--- src/rtl/circle_sched_pkg.sv ---
// Shared types for the circle hit scheduler: slot record and scheduler states.
package circle_sched_pkg;

    localparam int unsigned CIRCLE_COORD_W = 12;

    typedef struct packed {
        logic [CIRCLE_COORD_W-1:0] x;
        logic [CIRCLE_COORD_W-1:0] y;
        logic [CIRCLE_COORD_W-1:0] r;
        logic                      en;
    } circle_t;

    typedef enum logic [1:0] {
        IDLE,
        ISSUE,
        DRAIN,
        RESP
    } sched_state_e;

endpackage

--- src/rtl/circle_test_pipe.sv ---
// Two-stage point-in-circle tester: |dx|,|dy| then squares, followed by a
// combinational radius compare. Valid and tag travel alongside the data.
module circle_test_pipe #(
    parameter int unsigned COORD_W = 12,
    parameter int unsigned IDX_W   = 2
) (
    input  logic               clk,
    input  logic               resetn,
    input  logic               in_valid_i,
    input  logic [IDX_W-1:0]   in_tag_i,
    input  logic [COORD_W-1:0] in_px_i,
    input  logic [COORD_W-1:0] in_py_i,
    input  logic [COORD_W-1:0] in_cx_i,
    input  logic [COORD_W-1:0] in_cy_i,
    input  logic [COORD_W-1:0] in_r_i,
    input  logic               in_en_i,
    output logic               out_valid_o,
    output logic [IDX_W-1:0]   out_tag_o,
    output logic               out_hit_o
);

    localparam int unsigned SQ_W = 2 * COORD_W;

    logic [COORD_W-1:0] dx_abs, dy_abs;

    logic               s1_valid_q, s1_en_q;
    logic [IDX_W-1:0]   s1_tag_q;
    logic [COORD_W-1:0] s1_dx_q, s1_dy_q, s1_r_q;

    logic               s2_valid_q, s2_en_q;
    logic [IDX_W-1:0]   s2_tag_q;
    logic [SQ_W-1:0]    s2_dx2_q, s2_dy2_q, s2_r2_q;

    logic [SQ_W:0]      dist2;

    always_comb begin
        dx_abs = (in_px_i >= in_cx_i) ? (in_px_i - in_cx_i) : (in_cx_i - in_px_i);
        dy_abs = (in_py_i >= in_cy_i) ? (in_py_i - in_cy_i) : (in_cy_i - in_py_i);
    end

    always_ff @(posedge clk or negedge resetn) begin
        if (!resetn) begin
            s1_valid_q <= 1'b0;
            s1_en_q    <= 1'b0;
            s1_tag_q   <= '0;
            s1_dx_q    <= '0;
            s1_dy_q    <= '0;
            s1_r_q     <= '0;
            s2_valid_q <= 1'b0;
            s2_en_q    <= 1'b0;
            s2_tag_q   <= '0;
            s2_dx2_q   <= '0;
            s2_dy2_q   <= '0;
            s2_r2_q    <= '0;
        end else begin
            s1_valid_q <= in_valid_i;
            s1_en_q    <= in_en_i;
            s1_tag_q   <= in_tag_i;
            s1_dx_q    <= dx_abs;
            s1_dy_q    <= dy_abs;
            s1_r_q     <= in_r_i;
            s2_valid_q <= s1_valid_q;
            s2_en_q    <= s1_en_q;
            s2_tag_q   <= s1_tag_q;
            s2_dx2_q   <= SQ_W'(s1_dx_q) * SQ_W'(s1_dx_q);
            s2_dy2_q   <= SQ_W'(s1_dy_q) * SQ_W'(s1_dy_q);
            s2_r2_q    <= SQ_W'(s1_r_q) * SQ_W'(s1_r_q);
        end
    end

    // One extra bit on the sum so two full-scale squares cannot wrap.
    assign dist2       = {1'b0, s2_dx2_q} + {1'b0, s2_dy2_q};
    assign out_valid_o = s2_valid_q;
    assign out_tag_o   = s2_tag_q;
    assign out_hit_o   = s2_en_q && (dist2 <= {1'b0, s2_r2_q});

endmodule

--- src/rtl/circle_hit_scheduler.sv ---
// Time-shares one circle tester across a programmable slot table and returns
// a hit mask, any-hit flag and first-hit index on a valid/ready port.
module circle_hit_scheduler
    import circle_sched_pkg::*;
#(
    parameter int unsigned NUM_CIRCLES = 4,
    parameter int unsigned COORD_W     = CIRCLE_COORD_W,
    parameter int unsigned IDX_W       = (NUM_CIRCLES > 1) ? $clog2(NUM_CIRCLES) : 1
) (
    input  logic                   clk,
    input  logic                   resetn,
    input  logic                   cfg_we,
    input  logic [IDX_W-1:0]       cfg_idx,
    input  logic [COORD_W-1:0]     cfg_x,
    input  logic [COORD_W-1:0]     cfg_y,
    input  logic [COORD_W-1:0]     cfg_r,
    input  logic                   cfg_en,
    input  logic                   q_valid,
    output logic                   q_ready,
    input  logic [COORD_W-1:0]     q_x,
    input  logic [COORD_W-1:0]     q_y,
    output logic                   r_valid,
    input  logic                   r_ready,
    output logic [NUM_CIRCLES-1:0] r_hit_mask,
    output logic                   r_any,
    output logic [IDX_W-1:0]       r_first_idx
);

    typedef struct packed {
        logic [COORD_W-1:0] x;
        logic [COORD_W-1:0] y;
        logic [COORD_W-1:0] r;
        logic               en;
    } slot_t;

    localparam logic [IDX_W-1:0] LAST_IDX = IDX_W'(NUM_CIRCLES - 1);

    slot_t                  slots_q [NUM_CIRCLES];
    sched_state_e           state_q;
    logic [IDX_W-1:0]       cnt_q;
    logic [COORD_W-1:0]     qx_q, qy_q;
    logic                   iss_valid_q;
    logic [IDX_W-1:0]       iss_tag_q;
    slot_t                  iss_slot_q;
    logic [NUM_CIRCLES-1:0] mask_q, mask_d;
    logic                   any_q, q_ready_q, r_valid_q;
    logic [IDX_W-1:0]       first_q, first_d;
    logic                   res_valid, res_hit, found;
    logic [IDX_W-1:0]       res_tag;

    always_ff @(posedge clk or negedge resetn) begin
        if (!resetn) begin
            for (int unsigned i = 0; i < NUM_CIRCLES; i++) begin
                slots_q[i] <= '0;
            end
        end else if (cfg_we && (32'(cfg_idx) < NUM_CIRCLES)) begin
            slots_q[cfg_idx] <= slot_t'{x: cfg_x, y: cfg_y, r: cfg_r, en: cfg_en};
        end
    end

    circle_test_pipe #(
        .COORD_W (COORD_W),
        .IDX_W   (IDX_W)
    ) u_test_pipe (
        .clk         (clk),
        .resetn      (resetn),
        .in_valid_i  (iss_valid_q),
        .in_tag_i    (iss_tag_q),
        .in_px_i     (qx_q),
        .in_py_i     (qy_q),
        .in_cx_i     (iss_slot_q.x),
        .in_cy_i     (iss_slot_q.y),
        .in_r_i      (iss_slot_q.r),
        .in_en_i     (iss_slot_q.en),
        .out_valid_o (res_valid),
        .out_tag_o   (res_tag),
        .out_hit_o   (res_hit)
    );

    // Mask including the result arriving this cycle, so RESP entry sees the last bit.
    always_comb begin
        mask_d  = mask_q;
        first_d = '0;
        found   = 1'b0;
        if (res_valid) begin
            mask_d[res_tag] = res_hit;
        end
        for (int unsigned i = 0; i < NUM_CIRCLES; i++) begin
            if (mask_d[i] && !found) begin
                first_d = IDX_W'(i);
                found   = 1'b1;
            end
        end
    end

    always_ff @(posedge clk or negedge resetn) begin
        if (!resetn) begin
            state_q     <= IDLE;
            cnt_q       <= '0;
            qx_q        <= '0;
            qy_q        <= '0;
            iss_valid_q <= 1'b0;
            iss_tag_q   <= '0;
            iss_slot_q  <= '0;
            mask_q      <= '0;
            any_q       <= 1'b0;
            first_q     <= '0;
            q_ready_q   <= 1'b1;
            r_valid_q   <= 1'b0;
        end else begin
            iss_valid_q <= 1'b0;
            mask_q      <= mask_d;
            unique case (state_q)
                IDLE: begin
                    if (q_valid && q_ready_q) begin
                        qx_q      <= q_x;
                        qy_q      <= q_y;
                        cnt_q     <= '0;
                        mask_q    <= '0;
                        q_ready_q <= 1'b0;
                        state_q   <= ISSUE;
                    end
                end
                ISSUE: begin
                    iss_valid_q <= 1'b1;
                    iss_tag_q   <= cnt_q;
                    iss_slot_q  <= slots_q[cnt_q];
                    if (cnt_q == LAST_IDX) begin
                        state_q <= DRAIN;
                    end else begin
                        cnt_q <= cnt_q + IDX_W'(1);
                    end
                end
                DRAIN: begin
                    if (res_valid && (res_tag == LAST_IDX)) begin
                        any_q     <= |mask_d;
                        first_q   <= first_d;
                        r_valid_q <= 1'b1;
                        state_q   <= RESP;
                    end
                end
                RESP: begin
                    if (r_ready) begin
                        r_valid_q <= 1'b0;
                        q_ready_q <= 1'b1;
                        state_q   <= IDLE;
                    end
                end
                default: state_q <= IDLE;
            endcase
        end
    end

    assign q_ready     = q_ready_q;
    assign r_valid     = r_valid_q;
    assign r_hit_mask  = mask_q;
    assign r_any       = any_q;
    assign r_first_idx = first_q;

endmodule

--- config.mk ---
export PLATFORM = sky130hd
export DESIGN_NAME = circle_hit_scheduler
export DESIGN_NICKNAME = d
export VERILOG_FILES = /design/src/rtl/circle_sched_pkg.sv /design/src/rtl/circle_test_pipe.sv /design/src/rtl/circle_hit_scheduler.sv
export SDC_FILE = /design/constraint.sdc
export NUM_CORES = 1
export LEC_CHECK = 0
export BUFFER_PORTS_ARGS = -buffer_cell sky130_fd_sc_hd__buf_2
export CAP_MARGIN = 20
export CORE_MARGIN = 1
export CORE_UTILIZATION = 65
export DETAILED_ROUTE_END_ITERATION = 12
export PLACE_DENSITY_LB_ADDON = 0.25
export SLEW_MARGIN = 20
export SYNTH_ARGS = -nofsm -noshare
export SYNTH_HDL_FRONTEND = slang
export SYNTH_SLANG_ARGS = --single-unit
--- constraint.sdc ---
create_clock -name clk -period 5.9 [get_ports clk]
set_input_delay 0.59 -clock clk [delete_from_list [all_inputs] [get_ports clk]]
set_output_delay 0.59 -clock clk [all_outputs]
set_load 0.005 [all_outputs]
## Word-level counts from Yosys, hierarchy flattened

Cells that the tools add are included.

| storage, ports and cells | value |
|---|---|
| output and inout port bits | 9 |
| register bits | 341 |
| word-level logic and storage cells | 129 |
| input bits | 68 |

| cells by class | value |
|---|---|
| reductions and logical operators | 22 |
| bitwise gates (word level) | 2 |
| order comparisons | 8 |
| eq/ne operators | 10 |
| mux-type cells | 35 |
| add/subtract/negate cells | 6 |
| $mul | 3 |

Operator list:

| kind | count |
|---|---|
| 148-bit bitwise mux | 1 |
| 37-bit 2-to-1 mux | 3 |
| 37-bit binary-select mux with 2-bit select | 1 |
| 37-bit demux with 2-bit select | 1 |
| 12-bit by 12-bit multiplier with 24-bit output | 3 |
| 12-bit subtractor | 4 |
| 24-bit by 24-bit adder with 25-bit output | 1 |
| 25-bit by 24-bit <= comparator with 1-bit output | 1 |
| 12-bit greater-or-equal comparator | 2 |
| 12-bit 2-to-1 mux | 2 |
| 2-bit 2-to-1 mux | 8 |
| 4-bit 2-to-1 mux | 3 |
| 1-bit 2-to-1 mux | 10 |
| 2-bit inequality test, second input constant | 5 |
| 3-bit AND reduction | 3 |
| 2-bit equality test, second input constant | 4 |
| 1-bit logical AND | 8 |
| 2-bit case mux with 4 select lines | 1 |
| 3-bit greater-or-equal comparator, second input constant | 2 |
| 2-bit NOT with 3-bit output | 2 |
| 2-bit nonzero test | 3 |
| 4-bit bitwise mux | 1 |
| 1-bit case mux with 2 select lines | 2 |
| 2-bit case mux with 2 select lines | 1 |
| other kinds (11) | 14 |

## Longest topological paths before layout

Gate-level depths: netlist of the first run.

| depth | value |
|---|---|
| depth in word-level cells | 16 |
| depth in mapped cells | 21 |
| depth with buffers taken out | 20 |

## Cells and area by module

From an unflattened synthesis of the first run, not the netlist that was laid out.

| unflattened totals | value |
|---|---|
| cells, all modules | 2578 |
| area total of the unflattened synthesis | 28099.4 um^2 |

Modules (own cells, without submodules):

| module | times used | area each (um^2) | cells an instance | sequential area each (um^2) |
|---|---|---|---|---|
| circle_test_pipe | 1 | 18416.4 | 2003 | 2827.7 |
| circle_hit_scheduler | 1 | 9683.0 | 575 | 5631.7 |

## Worst setup path before layout of the first run

No wires, ideal clock.

| timing path | value |
|---|---|
| path type | flip-flop to flip-flop |
| start point | reg u_test_pipe.s1_dy_q[4] |
| end point | reg u_test_pipe.s2_dy2_q[23] |
| library setup time | 0.123 ns |
| buffers on the path | 1 |
| cell stages (with the launch flop) | 22 |
| slack | 0.626 ns |
| period minus slack after synthesis | 5.274 ns |
| data required time | 5.777 ns |
| data arrival time | 5.152 ns |
| path through | dfrtp_1 clkbuf_1 inv_1 nor2_1 inv_1 fa_1 inv_1 ha_1 a21o_1 fa_1 fa_1 inv_1 fa_1 inv_1 ha_1 a21o_1 a21o_1 a211o_1 a31oi_1 o21ai_1 o41a_1 xnor2_1 |

| on the way | value |
|---|---|
| longest elaborated chain between the ends | 1 |

RTL lines:

| element | line | RTL |
|---|---|---|
| from (decl) | circle_test_pipe.sv:28 | `logic [COORD_W-1:0] s1_dx_q, s1_dy_q, s1_r_q;` |
| from (signal assigned) | circle_test_pipe.sv:60 | `s1_dy_q <= dy_abs;` |
| 12-bit by 12-bit multiplier with 24-bit output | circle_test_pipe.sv:66 | `s2_dy2_q <= SQ_W'(s1_dy_q) * SQ_W'(s1_dy_q);` |
| to (signal assigned) | circle_test_pipe.sv:66 |  |
| to (decl) | circle_test_pipe.sv:32 | `logic [SQ_W-1:0] s2_dx2_q, s2_dy2_q, s2_r2_q;` |

Every way passes these cells.
A chain may end at the register's enable or synchronous reset.

## Final worst setup path of the first run

| timing path | value |
|---|---|
| start point | reg u_test_pipe.s1_dy_q[5] |
| end point | reg u_test_pipe.s2_dy2_q[23] |

Same word-level chain as after synthesis.

==> results of run 1 <==
==> routing by layer <==
metal / up-vias / share of wire (%) / global-route usage, %
met4: 6 / 2.6 / 8.17
li1: 8606 / - / -
met5: - / 0.072 / 0
met3: 107 / 3.7 / 3.63
met2: 375 / 50 / 47.5
met1: 9268 / 43 / 35.9
==> per-stage QoR <==
stage / hold WS, ns / instance area [sq um] / worst slack, ns / cells
global placement: 0.333 / 28400 / 0.502 / 3152
detailed placement: 0.335 / 28400 / 0.365 / 3152
floorplan: 0.294 / 27500 / 0.626 / 2607
global route: 0.166 / 29600 / 0.0664 / 3221
CTS: 0.122 / 29600 / 0.348 / 3219
finish: 0.103 / 29600 / 0.353 / 3222
==> worst max-delay path, delay by kind of cell (launching register included) <==
kind | cells | cell delay (ns)
compound gates | 7 | 1.55
xor+xnor | 1 | 0.13
fa+ha+maj | 6 | 2.86
buf+inv | 3 | 0.18
flops | 1 | 0.57
simple gates | 1 | 0.14
==> final timing paths <==
check,from,endpoint,slack [ns],cells after the start
setup / recovery,u_test_pipe.s1_dy_q[5],u_test_pipe.s2_dy2_q[23],0.35,18
hold / removal,resetn,u_test_pipe.s1_dx_q[7],0.10,1
setup reg to reg,u_test_pipe.s1_dy_q[5],u_test_pipe.s2_dy2_q[23],0.35,18
hold reg to reg,u_test_pipe.s1_en_q,u_test_pipe.s2_en_q,0.35,0
max in group asynchronous,resetn,slots_q[33],4.42,2
min in group clk,q_y[3],qy_q[3],0.27,3
==> power by group <==
group | switching, mW | internal, mW
clock | 0.920 | 1.38
sequential | 0.0958 | 2.51
combinational | 0.149 | 0.244
==> cells in the final DEF, fill, tap and decap left out, types with 7 or more instances in the layout <==
| cell | n |
|---|---|
| buf_2 | 75 |
| o21bai_1 | 7 |
| fa_1 | 239 |
| o21ai_0 | 109 |
| buf_4 | 11 |
| and2_1 | 124 |
| nand2_1 | 160 |
| or3_1 | 8 |
| a31oi_1 | 11 |
| mux4_2 | 37 |
| xnor2_1 | 82 |
| a211oi_1 | 15 |
| a211o_1 | 7 |
| a21oi_1 | 86 |
| a21o_1 | 33 |
| dfrtp_1 | 336 |
| nand4_1 | 7 |
| nor2_1 | 90 |
| nand3_1 | 18 |
| mux2i_1 | 10 |
| xor2_1 | 23 |
| o211ai_1 | 10 |
| mux2_2 | 171 |
| nand2b_1 | 25 |
| inv_1 | 458 |
| or2_2 | 12 |
| and3_1 | 16 |
| ha_1 | 274 |
| clkbuf_1 | 11 |
| clkbuf_16 | 37 |
| o21a_1 | 19 |
| nor2b_1 | 28 |
| clkbuf_8 | 10 |
| nor3_1 | 18 |
==> state kept, by name (all words and copies together) (netlist names), 2 cells and up <==
register,flops
r_hit_mask,4
state_q,2
u_test_pipe.out_tag_o,2
u_test_pipe.s1_tag_q,2
u_test_pipe.s2_dx2_q,23
iss_tag_q,2
u_test_pipe.s1_r_q,12
u_test_pipe.s2_dy2_q,23
qx_q,12
u_test_pipe.s2_r2_q,23
iss_slot_q,37
r_first_idx,2
qy_q,12
slots_q,148
u_test_pipe.s1_dx_q,12
u_test_pipe.s1_dy_q,12
cnt_q,2
==> area by class of cell <==
cell class	count	area, sq um
fill	2987	12200
clock inverter	9	113
clock buffer	58	1100
multi-input combinational	1729	17000
inverter	458	1720
antenna	3	7.51
timing repair buffer	88	493
sequential	338	8460
tap	539	674
==> cells by family (layout without fill, tap and decap cells) <==
group | count (synthesis) | count (layout)
other | 0 | 3
AND/OR/NAND/NOR | 532 | 532
flip-flops | 338 | 338
buffers and inverters | 540 | 613
AO/OA/AOI/OAI | 356 | 356
multiplexers | 222 | 222
XOR/XNOR | 105 | 105
adder cells (fa/ha/maj) | 514 | 514
==> out/qor.txt, run 1 <==
Syn Nets = 3189
clk_skew = 0.0186 ns
initial antenna violation count = 5
initial core utilization = 65.8%
post-synth top area share = 30.6%
most frequent CP cell = fa_1
measured slew at the worst slew-check pin = 1.08 ns
CTS Root Cell = clkbuf_16
share of layout cells above drive strength 1 = 14.3%
Final Cycle Share = 94.0%
largest family of logic cells by synthesized area = adder cells
Lkg Pwr = 14.5 nW
initial drt markers = 1005
asr flop ratio synth = 100%
Simple-Gate Fraction of Synth Area = 9.79%
CP Capture Type = flip-flop
area leader, netlist = dfrtp_1
drt total wl = 55.6 mm
H-tree levels = 2
f_max = 180 MHz
CTS tree = built
Post-synth EDFFs = 0
final hold vios = 0
synth top area cells = dfrtp_1 31%, fa_1 17%, ha_1 12%
clk sink count = 338
total CTS buffers = 37
WP data arrival = 5.97 ns
syn avg cell area = 10.6 sq um
Overall Power = 5.30 mW
register area share after synthesis = 30.7%
unrepaired setup endpoints after global routing = false
die width = 208 um
mux contribution to synthesized area = 10.6%
drt wl/cell = 17.3 um
die height = 208 um
status = finished, final reports clean
post-layout minimum cycle time = 5.55 ns
worst skew pair latency = 0.54 ns
xor/xnor share of the synthesized area = 3.34%
count leader, synth = inv_1
max-slew violations = 0
Distinct cells, synth = 77
Synth Area in Compound Gates = 8.28%
Synth top cells by count = 458 x inv_1, 337 x dfrtp_1, 275 x ha_1
Core Rows = 75
maxcap violations = 0
Placer Congestion = 0.922
PwrDens = 179 nW/um^2
total gr overflow = 0
CP max FO = 13
crit path launch type = flip-flop
vias in the first global route = 19900
Synth Area in Adders = 29.9%
register bit total from synthesis = 338
worst hold path class = input pin to async pin
Reg clk slew, reported paths = 0.06 ns
DR vias = 18400
global-route wire length before repair = 95.8 mm
CP Class = flip-flop to flip-flop
Tot GR Track Use = 27.3%
Slew HR = 27.8%
Die ar. = 43200 sq um
Area growth, synth to finish = 7.53%
Synth Flop Type = dfrtp_1
required time of the worst setup path = 6.33 ns
CP max stage cell = fa_1
Resized Gates After CTS = 0
Vias/cell = 5.70
Synth warnings = 0
cts hold-fix bufs = 0
Post-Syn Instances = 2607
CP peak stage delay = 0.62 ns
final net count = 3234
CP cell instances = nand2_1 > fa_1 > inv_1 > fa_1 > fa_1 > inv_1 > fa_1 > fa_1 > inv_1 > ha_1 > a21o_1 > a21o_1 > a21o_1 > a211o_1 > a31oi_1 > o21ai_1 > o41a_1 > xnor2_1
detailed placement HPWL = 42.3 mm
port bufs = 76
maximum vdd drop = 0.252 mV
largest net degree at the start of global routing = 140
Post-route DRC = 0
num ports = 77
clk buf depth = 3
Post-CTS Repair Setup Buffers = 0
Setup TNS = 0 ns
ANT nets after route = 0
post-synthesis instance area = 27500 sq um
Final Core Density = 70.8%
First-pass DRT Iterations = 5
core area = 41900 sq um
Setup violations, final = 0
Power figures use the tool's default switching activity.
==> run 2: changes to the inputs <==
--- a/config.mk
+++ b/config.mk
@@ -14,4 +14,5 @@
 export SLEW_MARGIN = 20
 export SYNTH_ARGS = -nofsm -noshare
 export SYNTH_HDL_FRONTEND = slang
+export SYNTH_HIERARCHICAL = 1
 export SYNTH_SLANG_ARGS = --single-unit
==> out/qor.txt, run 2 <==
Reg with most FFs = slots_q
core area = 42300 sq um
synth top area cells = dfrtp_1 30%, fa_1 17%, ha_1 12%
CP cell instances = nand2_1 > inv_1 > fa_1 > fa_1 > inv_1 > fa_1 > inv_1 > fa_1 > inv_1 > fa_1 > inv_1 > ha_1 > o21ai_1 > a21oi_1 > a41o_1 > nor3b_2 > o31ai_1 > xor2_1
status = finished, final reports clean
initial core utilization = 66.4%
Distinct cells, synth = 94
Largest register FFs = 148
largest net degree at the start of global routing = 123
Post-CTS Repair Setup Buffers = 0
f_max = 182 MHz
detailed placement HPWL = 43.3 mm
Post-Syn Instances = 2578
WP data arrival = 5.92 ns
CP Class = flip-flop to flip-flop
worst skew pair latency = 0.55 ns
Core Rows = 75
post-synthesis instance area = 28100 sq um
Synth Area in Compound Gates = 7.97%
Synth Area in Adders = 29.1%
First-pass DRT Iterations = 5
clk buf depth = 3
initial antenna violation count = 6
global-route wire length before repair = 96.1 mm
Synth top cells by count = 469 x inv_1, 337 x dfrtp_1, 270 x ha_1
area leader, netlist = dfrtp_1
max-slew violations = 0
final hold vios = 0
commonest cells after routing, fill and taps aside = 469 x inv_1, 335 x dfrtp_1, 269 x ha_1
syn avg cell area = 10.9 sq um
required time of the worst setup path = 6.32 ns
top flop regs = slots_q: 148 flops, iss_slot_q: 37 flops
post-synth top area share = 30.0%
register area share after synthesis = 30.1%
die width = 210 um
Die ar. = 44100 sq um
Area growth, synth to finish = 7.14%
Simple-Gate Fraction of Synth Area = 9.02%
share of layout cells above drive strength 1 = 16.6%
initial drt markers = 766
CP Capture Type = flip-flop
CP peak stage delay = 0.63 ns
unrepaired setup endpoints after global routing = false
Setup violations, final = 0
most common cell after layout, fill and taps aside = inv_1
DR vias = 18300
total CTS buffers = 37
Seq. cell area = 8460 sq um
xor/xnor share of the synthesized area = 3.21%
CP max stage cell = dfrtp_1
largest family of logic cells by synthesized area = adder cells
die height = 210 um
count leader, synth = inv_1
maxcap violations = 0
drt wl/cell = 17.5 um
CP max FO = 12
Syn Nets = 3156
total gr overflow = 0
port bufs = 76
Placer Congestion = 0.869
footprint of the multi-input gates = 17400 sq um
ANT nets after route = 0
clk_skew = 0.0196 ns
Synth warnings = 6
final net count = 3200
Post-synth EDFFs = 0
Post-route DRC = 0
mux contribution to synthesized area = 12.8%
Setup TNS = 0 ns
Reg clk slew, reported paths = 0.06 ns
Final Cycle Share = 93.2%
register bit total from synthesis = 338
clk sink count = 338
filler instances = 2995
post-layout minimum cycle time = 5.50 ns
Synth Flop Type = dfrtp_1
asr flop ratio synth = 100%
vias in the first global route = 19600
Slew HR = 39.1%
worst hold path class = input pin to async pin
CTS tree = built
Vias/cell = 5.66
Tot GR Track Use = 27.2%
drt total wl = 56.6 mm
CTS Root Cell = clkbuf_16
H-tree levels = 2
num ports = 77
crit path launch type = flip-flop
measured slew at the worst slew-check pin = 0.913 ns
[run 2: changes by cell type in the layout (fill, tap and decap cells not counted), moves of 9 or more]
cell      previous run  this run
and2_1             124       135
inv_1              458       469
mux2_2             171       181
mux2_4               2        36
nand2_1            160       121
nand2b_1            25        16
nor2_1              90        71
o21ai_0            109        56
xnor2_1             82        68
xor2_1              23        35
[run 2: path summary, 6_finish.rpt]
path | start | to | slack [ns] | cells after the start
max | u_test_pipe/s1_dy_q[6] | u_test_pipe/s2_dy2_q[21] | 0.40 | 18
min | resetn | slots_q[56] | 0.12 | 1
min reg2reg | u_test_pipe/s1_en_q | u_test_pipe/s2_en_q | 0.35 | 0
max in group asynchronous | resetn | u_test_pipe/s2_r2_q[10] | 4.32 | 2
max reg2reg | u_test_pipe/s1_dy_q[6] | u_test_pipe/s2_dy2_q[21] | 0.40 | 18
min in group clk | q_x[5] | qx_q[5] | 0.28 | 2
[run 2: layout make-up]
type,instances,share of cell area (%)
Antenna cell,2,0.0166
Clock buffer,53,3.64
Clock inverter,14,0.370
Inverter,469,5.85
Multi-Input combinational cell,1687,58.0
Sequential cell,338,28.1
Tap cell,577,2.40
Timing Repair Buffer,89,1.66
[run 2: through the flow]
stage	util [%]	hold WS, ns	cells	setup WS, ns	instance area [sq um]
after detailed placement	68.3	0.335	3160	0.480	28900
after global placement	68.3	0.332	3160	0.561	28900
after floorplan	-	0.294	2578	0.745	28100
final	71.1	0.116	3229	0.403	30100
after CTS	71.1	0.144	3227	0.443	30100
after global routing	71.1	0.197	3227	0.0283	30100
[run 2: what timing repair did]
action,CTS,global route
hold buffers,0,0
gates resized for setup,0,1
endpoints found under the setup margin,0,1
[run 2: per-layer routing]
layer | routed length, um | track usage (%) | vias up | share of wire, %
met1 | 24100 | 36.0 | 9237 | 43
li1 | - | - | 8579 | -
met4 | 1200 | 7.55 | 8 | 2.1
met2 | 28600 | 47.0 | 372 | 51
met5 | 59 | 0 | - | 0.10
met3 | 2620 | 3.98 | 88 | 4.6
[run 2: kinds of logic after synthesis]
| logic type | after synthesis |
|---|---|
| buffers and inverters | 553 |
| adder cells (fa/ha/maj) | 510 |
| AND/OR/NAND/NOR | 478 |
| flip-flops | 338 |
| AO/OA/AOI/OAI | 325 |
| multiplexers | 271 |
| XOR/XNOR | 103 |
[run 2: worst max-delay path, delay by kind of cell, from the launching register on]
family                     cells  cell delay, ns
adders and majority gates      6            2.71
AOI/OAI and AO/OA              4            1.13
DFF                            1            0.63
xor gates and xnor gates       1            0.34
buffers and inverters          5            0.30
and+or+nand+nor                2            0.26
Power of run 2 is not shown: default switching activity piles up to over one toggle a cycle in this logic, so the estimate is an artifact.
==> run 3: changes to the inputs <==
--- a/config.mk
+++ b/config.mk
@@ -5,10 +5,11 @@
 export SDC_FILE = /design/constraint.sdc
 export NUM_CORES = 1
 export LEC_CHECK = 0
+export ABC_AREA = 1
 export BUFFER_PORTS_ARGS = -buffer_cell sky130_fd_sc_hd__buf_2
 export CAP_MARGIN = 20
 export CORE_MARGIN = 1
-export CORE_UTILIZATION = 65
+export CORE_UTILIZATION = 35
 export DETAILED_ROUTE_END_ITERATION = 12
 export PLACE_DENSITY_LB_ADDON = 0.25
 export SLEW_MARGIN = 20
==> out/qor.txt, run 3 <==
CP bufs+invs = 5
worst reg2reg startpoint = u_test_pipe/s1_dy_q[4]
H-tree levels = 2
initial core utilization = 35.5%
die height = 288 um
filler instances = 8385
register bit total from synthesis = 338
Final Core Density = 38.7%
CP Class = flip-flop to flip-flop
pre-CTS worst setup slack = 0.897 ns
f_max = 198 MHz
post-layout minimum cycle time = 5.04 ns
crit path launch type = flip-flop
global-route wire length before repair = 111 mm
most common cell after layout, fill and taps aside = nand2_1
Setup TNS = 0 ns
status = finished with violations
largest net degree at the start of global routing = 131
synth top area cells = dfrtp_1 29%, fa_1 17%, ha_1 12%
measured slew at the worst slew-check pin = 1.01 ns
Reg clk slew, reported paths = 0.06 ns
initial antenna violation count = 1
syn avg cell area = 8.20 sq um
top flop regs = slots_q: 148 flops, iss_slot_q: 37 flops
CP peak stage delay = 0.63 ns
register area share after synthesis = 29.5%
Synth top cells by count = 722 x nand2_1, 688 x inv_1, 337 x dfrtp_1
max-slew violations = 0
design area = 31300 sq um
clk sink count = 338
share of layout cells above drive strength 1 = 6.20%
DP Area = 29900 sq um
PwrDens = 172 nW/um^2
Area growth, synth to finish = 8.97%
worst hold path class = input pin to async pin
vias in the first global route = 21900
count leader, synth = nand2_1
Tot GR Track Use = 16.5%
Die ar. = 83200 sq um
clk buf depth = 3
asr flop ratio synth = 100%
Final Cycle Share = 85.4%
Vias/cell = 4.65
required time of the worst setup path = 6.33 ns
WP data arrival = 5.47 ns
Synth Flop Type = dfrtp_1
Distinct cells, synth = 49
worst-case reg-to-reg path depth = 18
num ports = 77
First-pass DRT Iterations = 5
CP max stage cell = dfrtp_1
Lkg Pwr = 18.1 nW
area leader, netlist = dfrtp_1
DR vias = 21400
Overall Power = 5.38 mW
post-route non-filler standard cell count = 4594
CP Capture Type = flip-flop
drt wl/cell = 14.3 um
clk_skew = 0.0332 ns
failing checks = negative hold slack
final net count = 4083
initial drt markers = 1074
total gr overflow = 0
Placed Instances = 4524
maximum vdd drop = 0.263 mV
die width = 288 um
final hold vios = 5
core area = 80800 sq um
port bufs = 76
unrepaired setup endpoints after global routing = false
cts hold-fix bufs = 0
drt total wl = 65.7 mm
total CTS buffers = 39
Post-Syn Instances = 3500
Reg with most FFs = slots_q
commonest cells after routing, fill and taps aside = 720 x nand2_1, 688 x inv_1, 336 x dfrtp_1
Resized Gates After CTS = 0
CP max FO = 13
diode count = 0
Synth warnings = 6
Core Rows = 104
Worst path top cell family by delay = adder cells
Post-CTS Repair Setup Buffers = 0
detailed placement HPWL = 50.0 mm
Slew HR = 32.6%
reg-to-reg endpoint = u_test_pipe/s2_dy2_q[17]
post-synthesis instance area = 28700 sq um
CTS tree = built
post-synth top area share = 29.4%
Placer Congestion = 0.887
maxcap violations = 0
Post-route DRC = 0
ANT nets after route = 0
CP cell instances = nand2_1 > inv_1 > fa_1 > fa_1 > inv_1 > fa_1 > inv_1 > fa_1 > inv_1 > fa_1 > inv_1 > ha_1 > a21oi_1 > o21ai_0 > a21o_1 > a21oi_1 > o21bai_1 > xor2_1
reg-to-reg slack, setup = 0.86 ns
Post-synth EDFFs = 0
Hold WS = -0.0112 ns
CTS Root Cell = clkbuf_16
worst skew pair latency = 0.58 ns
Syn Nets = 4078
final worst slack = 0.859 ns
Setup violations, final = 0
Largest register FFs = 148
run 3: final cells by class:
class | instances | area (sq um) | area share, %
Tap cell | 1060 | 1330 | 4.24
Clock buffer | 53 | 1140 | 3.64
Clock inverter | 17 | 216 | 0.692
Sequential cell | 338 | 8460 | 27.0
Multi-Input combinational cell | 2342 | 17000 | 54.4
Timing Repair Buffer | 89 | 513 | 1.64
Inverter | 695 | 2610 | 8.34
run 3: kinds of logic after synthesis:
family                     share of synthesized area, %
buffers and inverters                              11.3
xor gates and xnor gates                           4.03
DFF                                                29.5
adders and majority gates                          28.5
and+or+nand+nor                                    16.0
AOI/OAI and AO/OA                                  10.7
run 3: worst register-to-register path: stages, from the launching register on:
cell	delay, ns
dfrtp_1	0.63
nand2_1	0.18
inv_1	0.11
fa_1	0.44
fa_1	0.51
inv_1	0.05
fa_1	0.52
inv_1	0.05
fa_1	0.47
inv_1	0.05
fa_1	0.48
inv_1	0.04
ha_1	0.33
a21oi_1	0.30
o21ai_0	0.12
a21o_1	0.18
a21oi_1	0.20
o21bai_1	0.11
xor2_1	0.14
run 3: power by group:
group          switching (mW)  total [mW]  internal [mW]
Combinational           0.176       0.281          0.105
Sequential             0.0827        2.56           2.48
Clock                    1.03        2.54           1.50
run 3: how the worst max path moves through the flow:
| stage | depth (start not counted) | from | slack [ns] | endpoint |
|---|---|---|---|---|
| 2_1_floorplan | 19 | u_test_pipe/s1_r_q[6] | 1.14 | u_test_pipe/s2_r2_q[17] |
| 3_3_place_gp | 18 | u_test_pipe/s1_dy_q[4] | 0.96 | u_test_pipe/s2_dy2_q[17] |
| 3_5_place_dp | 18 | u_test_pipe/s1_dy_q[6] | 0.90 | u_test_pipe/s2_dy2_q[17] |
| 4_1_cts | 18 | u_test_pipe/s1_dy_q[6] | 0.89 | u_test_pipe/s2_dy2_q[17] |
| 5_1_grt | 18 | u_test_pipe/s1_r_q[9] | 0.58 | u_test_pipe/s2_r2_q[18] |
| 6_report | 18 | u_test_pipe/s1_dy_q[4] | 0.86 | u_test_pipe/s2_dy2_q[17] |
run 3: routing by layer:
layer	share of wire (%)	vias to the layer above	track usage (%)
li1	-	10800	-
met1	48	10100	22.4
met2	47	325	27.9
met3	3.2	71	1.79
met4	2.5	0	4.23
met5	0	-	0
